File: src/rtl/breath_led_pkg.sv
// Shared defaults and types for the breathing-LED driver.
package breath_led_pkg;

    // 1024-clock PWM period (20.48 us at 50 MHz)
    localparam int PWM_BITS_DEF     = 10;
    // PWM periods per duty step; about 0.52 s per full ramp at defaults
    localparam int STEP_PERIODS_DEF = 25;

    typedef enum logic {
        DIR_DOWN = 1'b0,
        DIR_UP   = 1'b1
    } dir_t;

endpackage

File: src/rtl/breath_led_pwm.sv
// PWM generator: free-running period counter, duty compare and registered LED.
// period_tick_o is high in the last cycle of each period. The parent updates
// duty on that same edge, so every period sees a single duty value.
module breath_led_pwm #(
    parameter int PWM_BITS = 10
) (
    input  logic                clk_i,
    input  logic                rst_n_i,
    input  logic                enable_i,
    input  logic [PWM_BITS-1:0] duty_i,
    output logic                led_o,
    output logic                period_tick_o
);

    localparam logic [PWM_BITS-1:0] CNT_MAX = '1;

    logic [PWM_BITS-1:0] pwm_cnt_q, pwm_cnt_d;
    logic                led_q, led_d;

    // Next state: count and compare while enabled; otherwise hold and blank.
    // The compare uses the pre-increment count.
    always_comb begin
        pwm_cnt_d = pwm_cnt_q;
        led_d     = 1'b0;
        if (enable_i) begin
            pwm_cnt_d = pwm_cnt_q + 1'b1;
            led_d     = (pwm_cnt_q < duty_i);
        end
    end

    // Counter and LED registers, cleared asynchronously
    always_ff @(posedge clk_i or negedge rst_n_i) begin
        if (!rst_n_i) begin
            pwm_cnt_q <= '0;
            led_q     <= 1'b0;
        end else begin
            pwm_cnt_q <= pwm_cnt_d;
            led_q     <= led_d;
        end
    end

    assign period_tick_o = enable_i && (pwm_cnt_q == CNT_MAX);
    assign led_o         = led_q;

endmodule

File: src/rtl/breath_led.sv
// Breathing-LED driver: ramps PWM duty 0..MAX..0 continuously, one step every
// STEP_PERIODS PWM periods. enable=0 freezes all state and blanks the LED.
module breath_led
    import breath_led_pkg::*;
#(
    parameter int PWM_BITS     = PWM_BITS_DEF,
    parameter int STEP_PERIODS = STEP_PERIODS_DEF
) (
    input  logic CLK_50MHz,
    input  logic reset_n,
    input  logic enable,
    output logic led
);

    // A one-bit step counter still works when STEP_PERIODS is 1: it stays at 0.
    localparam int                  STEP_W    = (STEP_PERIODS > 1) ? $clog2(STEP_PERIODS) : 1;
    localparam logic [STEP_W-1:0]   STEP_LAST = STEP_W'(STEP_PERIODS - 1);
    localparam logic [PWM_BITS-1:0] DUTY_MAX  = '1;
    localparam logic [PWM_BITS-1:0] DUTY_ONE  = PWM_BITS'(1);

    logic [STEP_W-1:0]   step_cnt_q, step_cnt_d;
    logic [PWM_BITS-1:0] duty_q, duty_d;
    dir_t                dir_q, dir_d;
    logic                period_tick;

    breath_led_pwm #(
        .PWM_BITS (PWM_BITS)
    ) u_pwm (
        .clk_i         (CLK_50MHz),
        .rst_n_i       (reset_n),
        .enable_i      (enable),
        .duty_i        (duty_q),
        .led_o         (led),
        .period_tick_o (period_tick)
    );

    // Step counting and triangle duty update. Each endpoint turns around
    // directly to its neighbour, so it is visited only once per turnaround.
    always_comb begin
        step_cnt_d = step_cnt_q;
        duty_d     = duty_q;
        dir_d      = dir_q;
        if (period_tick) begin
            if (step_cnt_q == STEP_LAST) begin
                step_cnt_d = '0;
                if (dir_q == DIR_UP) begin
                    if (duty_q == DUTY_MAX) begin
                        dir_d  = DIR_DOWN;
                        duty_d = DUTY_MAX - DUTY_ONE;
                    end else begin
                        duty_d = duty_q + DUTY_ONE;
                    end
                end else begin
                    if (duty_q == '0) begin
                        dir_d  = DIR_UP;
                        duty_d = DUTY_ONE;
                    end else begin
                        duty_d = duty_q - DUTY_ONE;
                    end
                end
            end else begin
                step_cnt_d = step_cnt_q + 1'b1;
            end
        end
    end

    // Step counter, duty and direction registers; reset restarts the ramp upward
    always_ff @(posedge CLK_50MHz or negedge reset_n) begin
        if (!reset_n) begin
            step_cnt_q <= '0;
            duty_q     <= '0;
            dir_q      <= DIR_UP;
        end else begin
            step_cnt_q <= step_cnt_d;
            duty_q     <= duty_d;
            dir_q      <= dir_d;
        end
    end

endmodule

File: config.mk
export PLATFORM = sky130hd
export DESIGN_NAME = breath_led
export DESIGN_NICKNAME = d
export VERILOG_FILES = /design/src/rtl/breath_led_pkg.sv /design/src/rtl/breath_led_pwm.sv /design/src/rtl/breath_led.sv
export SDC_FILE = /design/constraint.sdc
export NUM_CORES = 1
export LEC_CHECK = 0
export ABC_AREA = 0
export BUFFER_PORTS_ARGS = -buffer_cell sky130_fd_sc_hd__buf_2
export CAP_MARGIN = 0
export CORE_AREA = 2 2 59 61
export CTS_BUF_LIST = sky130_fd_sc_hd__clkbuf_2 sky130_fd_sc_hd__clkbuf_4 sky130_fd_sc_hd__clkbuf_8
export DETAILED_ROUTE_END_ITERATION = 16
export DIE_AREA = 0 0 61 63
export PLACE_DENSITY = 0.71
export SYNTH_ARGS = -nofsm -noshare
export SYNTH_HDL_FRONTEND = slang
export SYNTH_SLANG_ARGS = --single-unit
File: constraint.sdc
create_clock -name CLK_50MHz -period 4.7 [get_ports CLK_50MHz]
set_input_delay 0.705 -clock CLK_50MHz [delete_from_list [all_inputs] [get_ports CLK_50MHz]]
set_output_delay 0.705 -clock CLK_50MHz [all_outputs]
set_load 0.01 [all_outputs]
* Word-level counts from Yosys, hierarchy flattened
Index checks and enable logic that the tools add are counted.
Widths: inputs -> output; s select.
** Word-level totals
- Bits in registers :: 27
- Latch bits :: 0
- Memory bits (writable) :: 0
- Memory bits (read-only) :: 0
- Bits of input ports :: 3
- Output and inout bits :: 1
- Word-level logic and storage cells :: 24
- Memories :: 0
** Cells by class
- $add $sub $neg :: 4
- Multiply operators :: 0
- Div/mod/pow operators :: 0
- Order comparisons :: 1
- Eq/ne operators :: 3
- Shifts and indexed selects :: 0
- Mux-type cells :: 8
- Bitwise gates (word level) :: 0
- Reduce and logical (&&, ||, !) cells :: 3
** Operators by type and width (number)
- $mux 10 :: 3
- $add 10x1->10 const B :: 2
- $eq 10x10->1 const B :: 2
- $logic_not 10->1 :: 1
- $lt 10x10->1 :: 1
- $sub 10x1->10 const B :: 1
- $add 5x1->5 const B :: 1
- $eq 5x5->1 const B :: 1
- $mux 5 :: 1
- $mux 1 :: 4
- $reduce_and 2->1 :: 1
- $logic_and 1x1->1 :: 1

* Depth between registers and ports, before layout
Gate-level depths: netlist of the first run.
- Depth after elaboration :: 3
- Mapped depth :: 7
- Depth with buffers taken out :: 7

* By module
Synthesis of the first run repeated with hierarchy kept, for this count alone.
** Unflattened totals
- Cell total of the unflattened synthesis :: 214
- Area, all modules :: 1914.3 um^2
** Modules (own cells, without submodules)
- breath_led :: times used 1, cells an instance 146, area an instance 1208.7 um^2, sequential area each 401.6 um^2
- breath_led_pwm :: times used 1, cells an instance 68, area an instance 705.7 um^2, sequential area each 275.3 um^2

* Worst setup path before layout of the first run
Ideal clock, no wire load.
- Path kind :: reg2reg
- Start point :: register duty_q[0]
- End point :: register duty_q[1]
- Library setup time :: 149 ps
- Data arrival time :: 2150 ps
- Required time :: 4551 ps
- Setup slack :: 2401 ps
- Stages on the path, launching flop included :: 8
- Buffers on the path :: 0
- Period minus slack after synthesis :: 2299 ps
- Cell sequence :: dfrtp_1 > inv_1 > ha_1 > or4b_4 > or4_4 > o41a_4 > nand2_1 > o21ai_0
** Between the ends
- Word-level cells in the longest chain between the ends :: 3
- Elaborated cells on any way between the ends :: 7
- Those cells by class :: add/sub: 2; eq/ne: 1; mux: 3; reduce/logical: 1
** RTL lines
- from (decl) :: RTL line breath_led.sv:22 : logic [PWM_BITS-1:0] duty_q, duty_d;
- from (signal assigned) :: RTL line breath_led.sv:75 : duty_q <= duty_d;
- $sub 10x1->10 (tied with other cells) :: RTL line breath_led.sv:58 : duty_d = duty_q - DUTY_ONE;
- $mux 10 (on tied branches) :: RTL line breath_led.sv:54, breath_led.sv:47
- $mux 10 * :: RTL line breath_led.sv:46 : if (dir_q == DIR_UP) begin
Mark *: on every way between the ends. The rest lies on a longest branch, timed or not.
A chain may end at the register's enable or synchronous reset.

* Worst setup path after layout of the first run
- Start point :: register duty_q[0]
- End point :: register duty_q[6]
The elaborated chain is that of the path after synthesis.

==> impl_metrics.env, run 1 <==
export IMPL_diodes=0
export IMPL_design_portCount=4
export IMPL_gp_congestion=0.887
export IMPL_gr_total_overflow=0
export IMPL_arrival_time_at_the_worst_endpoint_ns=2.67
export IMPL_via_count=1461
export IMPL_synth_area_top_cells="dfrtp_1 (36%), ha_1 (9.6%), xnor2_1 (4.3%)"
export IMPL_synth_seq_area_share=0.370
export IMPL_grt_antenna_before_repair=0
export IMPL_timing_final_crit_share=0.523
export IMPL_synth_top_cell_area_share=0.355
export IMPL_holdBufCountCts=0
export IMPL_netlist_top_cell_by_area="dfrtp_1"
export IMPL_place_port_buffers=3
export IMPL_die_area_um2=3840
export IMPL_report_power_total_mw=0.498
export IMPL_die_height_um=63
export IMPL_grt_pass1_vias=1418
export IMPL_groute_usage_overall=0.222
export IMPL_max_slew_margin=0.539
export IMPL_maxCapViolCount=0
export IMPL_drt_wl_total_mm=3.73
export IMPL_endpoint_kind_of_the_worst_setup_timing_path="flip-flop"
export IMPL_worstHoldPathType="in2async"
export IMPL_postRouteAntennaNets=0
export IMPL_irDropWorstVdd_v=0.000234
export IMPL_worst_setup_path_start_kind="flip-flop"
export IMPL_floorplan_initialDensity=0.567
export IMPL_netlist_instances=192
export IMPL_report_final_setup_viol=0
export IMPL_tritoncts="built"
export IMPL_final_setup_skew_ns=0.00221
export IMPL_cts_root_buffer_cell="clkbuf_4"
export IMPL_grt_pass1_wl_mm=6.56
export IMPL_crit_path_cell_trace="inv_1 > ha_1 > or4b_4 > or4_4 > o41a_4 > o221ai_2 > o21ai_1"
export IMPL_final_hold_violation_count=0
export IMPL_clk_pin_slew_ns=0.14
export IMPL_cts_buffers=3
export IMPL_std_cell_rows=21
export IMPL_finalSetupTns_ns=0
export IMPL_final_max_slew_violation_count=0
export IMPL_cts_resized_gates=0
export IMPL_worstReg2RegStart="duty_q[0]$_DFFE_PN0P_"
export IMPL_netlist_area_um2=1830
export IMPL_worst_r2r_setup_slack_ns=2.24
export IMPL_crit_slowest_cell="or4b_4"
export IMPL_crit_family="simple AND/OR/NAND/NOR gates"
export IMPL_timing_setup_critical_path_class="reg2reg"
export IMPL_post_cts_setup_buffer_count=0
export IMPL_worst_ep_required_time_ns=4.91
export IMPL_numClockSinks=27
export IMPL_mappedNetlistNets=209
export IMPL_ys_ff_latch=27
export IMPL_synthTopCellsByCount="dfrtp_1 (26), nor2_1 (15), o21ai_0 (15), ha_1 (14), inv_1 (14)"
export IMPL_critPathBufInv=1
export IMPL_status="complete, no violations"
export IMPL_leading_register_cell_type_out_of_synthesis="dfrtp_1"
export IMPL_clock_fmax_ghz=0.407
export IMPL_drc=0
export IMPL_setup_repair_after_global_routing_missed_its_margin="false"
export IMPL_power_leakage_nw=0.850
export IMPL_crit_reg2reg_capture="duty_q[6]$_DFFE_PN0P_"
export IMPL_cp_max_fo=7
export IMPL_worst_r2r_path_depth=7
export IMPL_synth_async_reset_ratio=1.00
export IMPL_tightest_slew_ns=0.686
export IMPL_clockBufferDepth=2
export IMPL_first_iter_violations=126
export IMPL_clk_latency_ns=0.31
export IMPL_syn_avg_cell_area_um2=9.54
export IMPL_detail_route_wl_per_cell_um=15.6
export IMPL_dp_hpwl_mm=2.80
export IMPL_cellPowerDensity_nw_per_um2=263
export IMPL_htree_levels=1
export IMPL_via_per_inst=6.11
export IMPL_yosysMostFrequentCell="dfrtp_1"
export IMPL_synth_edff_count=0
export IMPL_areaGrowthSynthToFinish_pct=3.35
export IMPL_first_pass_iters=4
export IMPL_synth_warn=0
export IMPL_finalWorstPathRequiredPeriod_ns=2.46
export IMPL_drive_gt1_frac=0.109
export IMPL_layout_nets=211
export IMPL_dieWidth_um=61
export IMPL_synth_lib_cells_used_distinct=51
export IMPL_grt_start_max_net_pins=28
export IMPL_coreArea_um2=3230
export IMPL_largest_stage_delay_on_the_critical_path_ns=0.52
[where the power goes]
group / switching, mW / internal, mW
Sequential: 0.0427 / 0.262
Combinational: 0.0420 / 0.0470
Clock: 0.0651 / 0.0389
Total: 0.150 / 0.348
[metrics by stage]
| step | hold slack (ns) | instances | worst slack [ns] | area [µm²] | util |
|---|---|---|---|---|---|
| after detailed placement | 0.521 | 235 | 2.27 | 1860 | 0.576 |
| final | 0.374 | 239 | 2.24 | 1890 | 0.586 |
| after floorplan | 0.409 | 192 | 2.40 | 1830 | - |
| after global placement | 0.494 | 235 | 2.29 | 1860 | 0.576 |
| after global routing | 0.401 | 239 | 2.15 | 1890 | 0.586 |
| after CTS | 0.383 | 239 | 2.24 | 1890 | 0.586 |
[metal layers]
layer | routed length (µm) | GRT usage
met1 | 1680 | 0.321
met2 | 1860 | 0.355
met3 | 154 | 0.0207
met4 | 34 | 0.0516
met5 | 0 | 0
[worst max-delay path by stage]
stage                     startpoint                     to  cells past startpoint
6_report       duty_q[0]$_DFFE_PN0P_  duty_q[6]$_DFFE_PN0P_                      7
5_1_grt        duty_q[1]$_DFFE_PN0P_  duty_q[1]$_DFFE_PN0P_                      7
4_1_cts        duty_q[0]$_DFFE_PN0P_  duty_q[5]$_DFFE_PN0P_                      7
3_5_place_dp   duty_q[0]$_DFFE_PN0P_  duty_q[5]$_DFFE_PN0P_                      7
3_3_place_gp   duty_q[0]$_DFFE_PN0P_  duty_q[6]$_DFFE_PN0P_                      7
2_1_floorplan  duty_q[0]$_DFFE_PN0P_  duty_q[1]$_DFFE_PN0P_                      7
[cell families after synthesis]
group / share of synthesized area
AO/OA/AOI/OAI: 0.191
XOR/XNOR: 0.0765
adder cells (fa/ha/maj): 0.0956
buffers and inverters: 0.0553
flip-flops: 0.370
multiplexers: 0.0225
AND/OR/NAND/NOR: 0.190
[cell usage in the layout (no fill, tap or decap), types with 7 or more instances in the layout]
master and count:
dfrtp_1 26, ha_1 14, inv_1 14, nand2_1 11, nand3_1 7, nand4_1 8, nor2_1 15, o21ai_0 15
xnor2_1 9, xor2_1 7
[sequential cells by signal, indices dropped and copies added (netlist names)]
| signal | count |
|---|---|
| duty_q | 10 |
| dir_q | 1 |
| step_cnt_q | 5 |
| u_pwm.pwm_cnt_q | 10 |
| u_pwm.led_o | 1 |
[area by class of cell]
class                           count  area [µm²]
Multi-Input combinational cell    144        1050
Fill cell                         298        1340
Clock buffer                        4        30.0
Timing Repair Buffer                4        22.5
Sequential cell                    27         677
Tap cell                           46        57.6
Inverter                           14        52.6
[worst register-to-register path: cells and delay by family (launching register included)]
kind	cells	cell delay (ns)
and+or+nand+nor	2	0.98
AOI/OAI and AO/OA	3	0.56
DFF	1	0.47
adders and majority gates	1	0.22
buffers and inverters	1	0.14
Note: power is estimated with default switching activity, not from simulation.
==> run 2: changes to the inputs <==
==> constraint.sdc (replaced) <==
create_clock -name CLK_50MHz -period 2.4 [get_ports CLK_50MHz]
set_input_delay 0.36 -clock CLK_50MHz [delete_from_list [all_inputs] [get_ports CLK_50MHz]]
set_output_delay 0.36 -clock CLK_50MHz [all_outputs]
set_load 0.01 [all_outputs]
==> impl_metrics.env, run 2 (same netlist as run 1, synthesis figures left out) <==
export IMPL_endpoint_kind_of_the_worst_setup_timing_path="flip-flop"
export IMPL_cts_resized_gates=0
export IMPL_fill_cells=285
export IMPL_first_pass_iters=4
export IMPL_design_portCount=4
export IMPL_worst_setup_path_start_kind="flip-flop"
export IMPL_status="complete, no violations"
export IMPL_irDropWorstVdd_v=0.000494
export IMPL_finalSetupTns_ns=0
export IMPL_layout_nets=220
export IMPL_final_hold_violation_count=0
export IMPL_report_final_setup_viol=0
export IMPL_layout_cells_most_common="dfrtp_1"
export IMPL_m1WireLength_mm=1.72
export IMPL_clk_latency_ns=0.32
export IMPL_postRouteAntennaNets=0
export IMPL_arrival_time_at_the_worst_endpoint_ns=2.54
export IMPL_timing_final_crit_share=0.969
export IMPL_numClockSinks=27
export IMPL_utilization_after_layout=0.607
export IMPL_final_setup_skew_ns=0.00832
export IMPL_area_sequential_um2=677
export IMPL_cp_max_fo=6
export IMPL_std_cell_rows=21
export IMPL_worst_ep_required_time_ns=2.61
export IMPL_maxCapViolCount=0
export IMPL_groute_usage_overall=0.224
export IMPL_clk_pin_slew_ns=0.14
export IMPL_wl_met2_mm=1.88
export IMPL_reg_top3="duty_q (10), u_pwm.pwm_cnt_q (10), step_cnt_q (5)"
export IMPL_diodes=0
export IMPL_via_per_inst=5.91
export IMPL_tritoncts="built"
export IMPL_cts_buffers=3
export IMPL_cts_root_buffer_cell="clkbuf_4"
export IMPL_timing_setup_critical_path_class="reg2reg"
export IMPL_dieWidth_um=61
export IMPL_areaGrowthSynthToFinish_pct=7.04
export IMPL_clockBufferDepth=2
export IMPL_worstHoldPathType="in2async"
export IMPL_area_of_the_multi_input_gates_um2=1050
export IMPL_drive_gt1_frac=0.149
export IMPL_detail_route_wl_per_cell_um=15.2
export IMPL_grt_pass1_wl_mm=6.69
export IMPL_post_cts_setup_buffer_count=0
export IMPL_die_area_um2=3840
export IMPL_via_count=1466
export IMPL_place_port_buffers=3
export IMPL_floorplan_initialDensity=0.567
export IMPL_final_max_slew_violation_count=0
export IMPL_power_leakage_nw=0.894
export IMPL_routed_wl_met3_um=154
export IMPL_max_slew_margin=0.597
export IMPL_clock_fmax_ghz=0.430
export IMPL_grt_start_max_net_pins=28
export IMPL_dp_hpwl_mm=2.89
export IMPL_die_height_um=63
export IMPL_grt_antenna_before_repair=0
export IMPL_drc=0
export IMPL_grt_pass1_vias=1479
export IMPL_htree_levels=1
export IMPL_gr_total_overflow=0
export IMPL_top_routing_layer_in_use="met4"
export IMPL_tightest_slew_ns=0.604
export IMPL_gp_congestion=0.890
export IMPL_layout_common_cells="dfrtp_1 (26), nor2_1 (15), o21ai_0 (15), inv_1 (14), ha_1 (14)"
export IMPL_first_iter_violations=103
export IMPL_setup_repair_after_global_routing_missed_its_margin="false"
export IMPL_drt_wl_total_mm=3.78
export IMPL_finalWorstPathRequiredPeriod_ns=2.33
export IMPL_holdBufCountCts=0
export IMPL_coreArea_um2=3230
export IMPL_cellPowerDensity_nw_per_um2=491
==> run 2: changes by cell type in the layout (fill, tap and decap cells not counted) <==
cell   delta
buf_4     +9
==> run 2: power breakdown <==
group | internal, mW | switching, mW | leakage, nW
Combinational | 0.0906 | 0.0738 | 0.563
Sequential | 0.513 | 0.0843 | 0.312
Clock | 0.0762 | 0.125 | 0.0184
Total | 0.680 | 0.283 | 0.894
==> run 2: cell type report <==
type,count,share of cell area
clock buffers,4,0.0153
multi-input cells,144,0.537
repair buffers,13,0.0459
inverters,14,0.0268
flip-flops and latches,27,0.345
well taps,46,0.0294
==> run 2: per-stage QoR <==
stage               cells  hold slack, ns  worst slack (ns)  cell area (µm²)  total power, mW
CTS                   248          0.0389            0.0719             1960            0.976
finish                248          0.0274            0.0747             1960            0.963
floorplan             192          0.0644             0.101             1830            0.714
global route          248          0.0552            0.0116             1960             1.03
global placement      244           0.399             0.160             1930            0.758
detailed placement    244           0.406             0.104             1930            0.772
==> run 2: per-layer routing <==
metal  GRT usage  vias up
met2       0.364       37
li1            -      733
met5           0        -
met4      0.0625        0
met1       0.312      694
met3      0.0207        2
==> run 2: critical path: stages, from the launching register on <==
cell and delay (ns):
dfrtp_1 0.45, inv_1 0.10, ha_1 0.16, or4b_4 0.50
or4_4 0.45, o41a_4 0.41, o221ai_2 0.07, o21ai_1 0.08
==> run 2: final timing paths <==
kind | startpoint | cells past startpoint | end | slack, ns
max in group asynchronous | reset_n | 1 | duty_q[8]$_DFFE_PN0P_ | 1.97
min in group CLK_50MHz | enable | 2 | u_pwm.pwm_cnt_q[0]$_DFFE_PN0P_ | 0.30
worst max register to register | duty_q[1]$_DFFE_PN0P_ | 7 | duty_q[6]$_DFFE_PN0P_ | 0.07
worst min register to register | u_pwm.pwm_cnt_q[9]$_DFFE_PN0P_ | 1 | u_pwm.pwm_cnt_q[9]$_DFFE_PN0P_ | 0.53
worst min-delay path | reset_n | 1 | duty_q[2]$_DFFE_PN0P_ | 0.03
worst max-delay path | duty_q[1]$_DFFE_PN0P_ | 7 | duty_q[6]$_DFFE_PN0P_ | 0.07
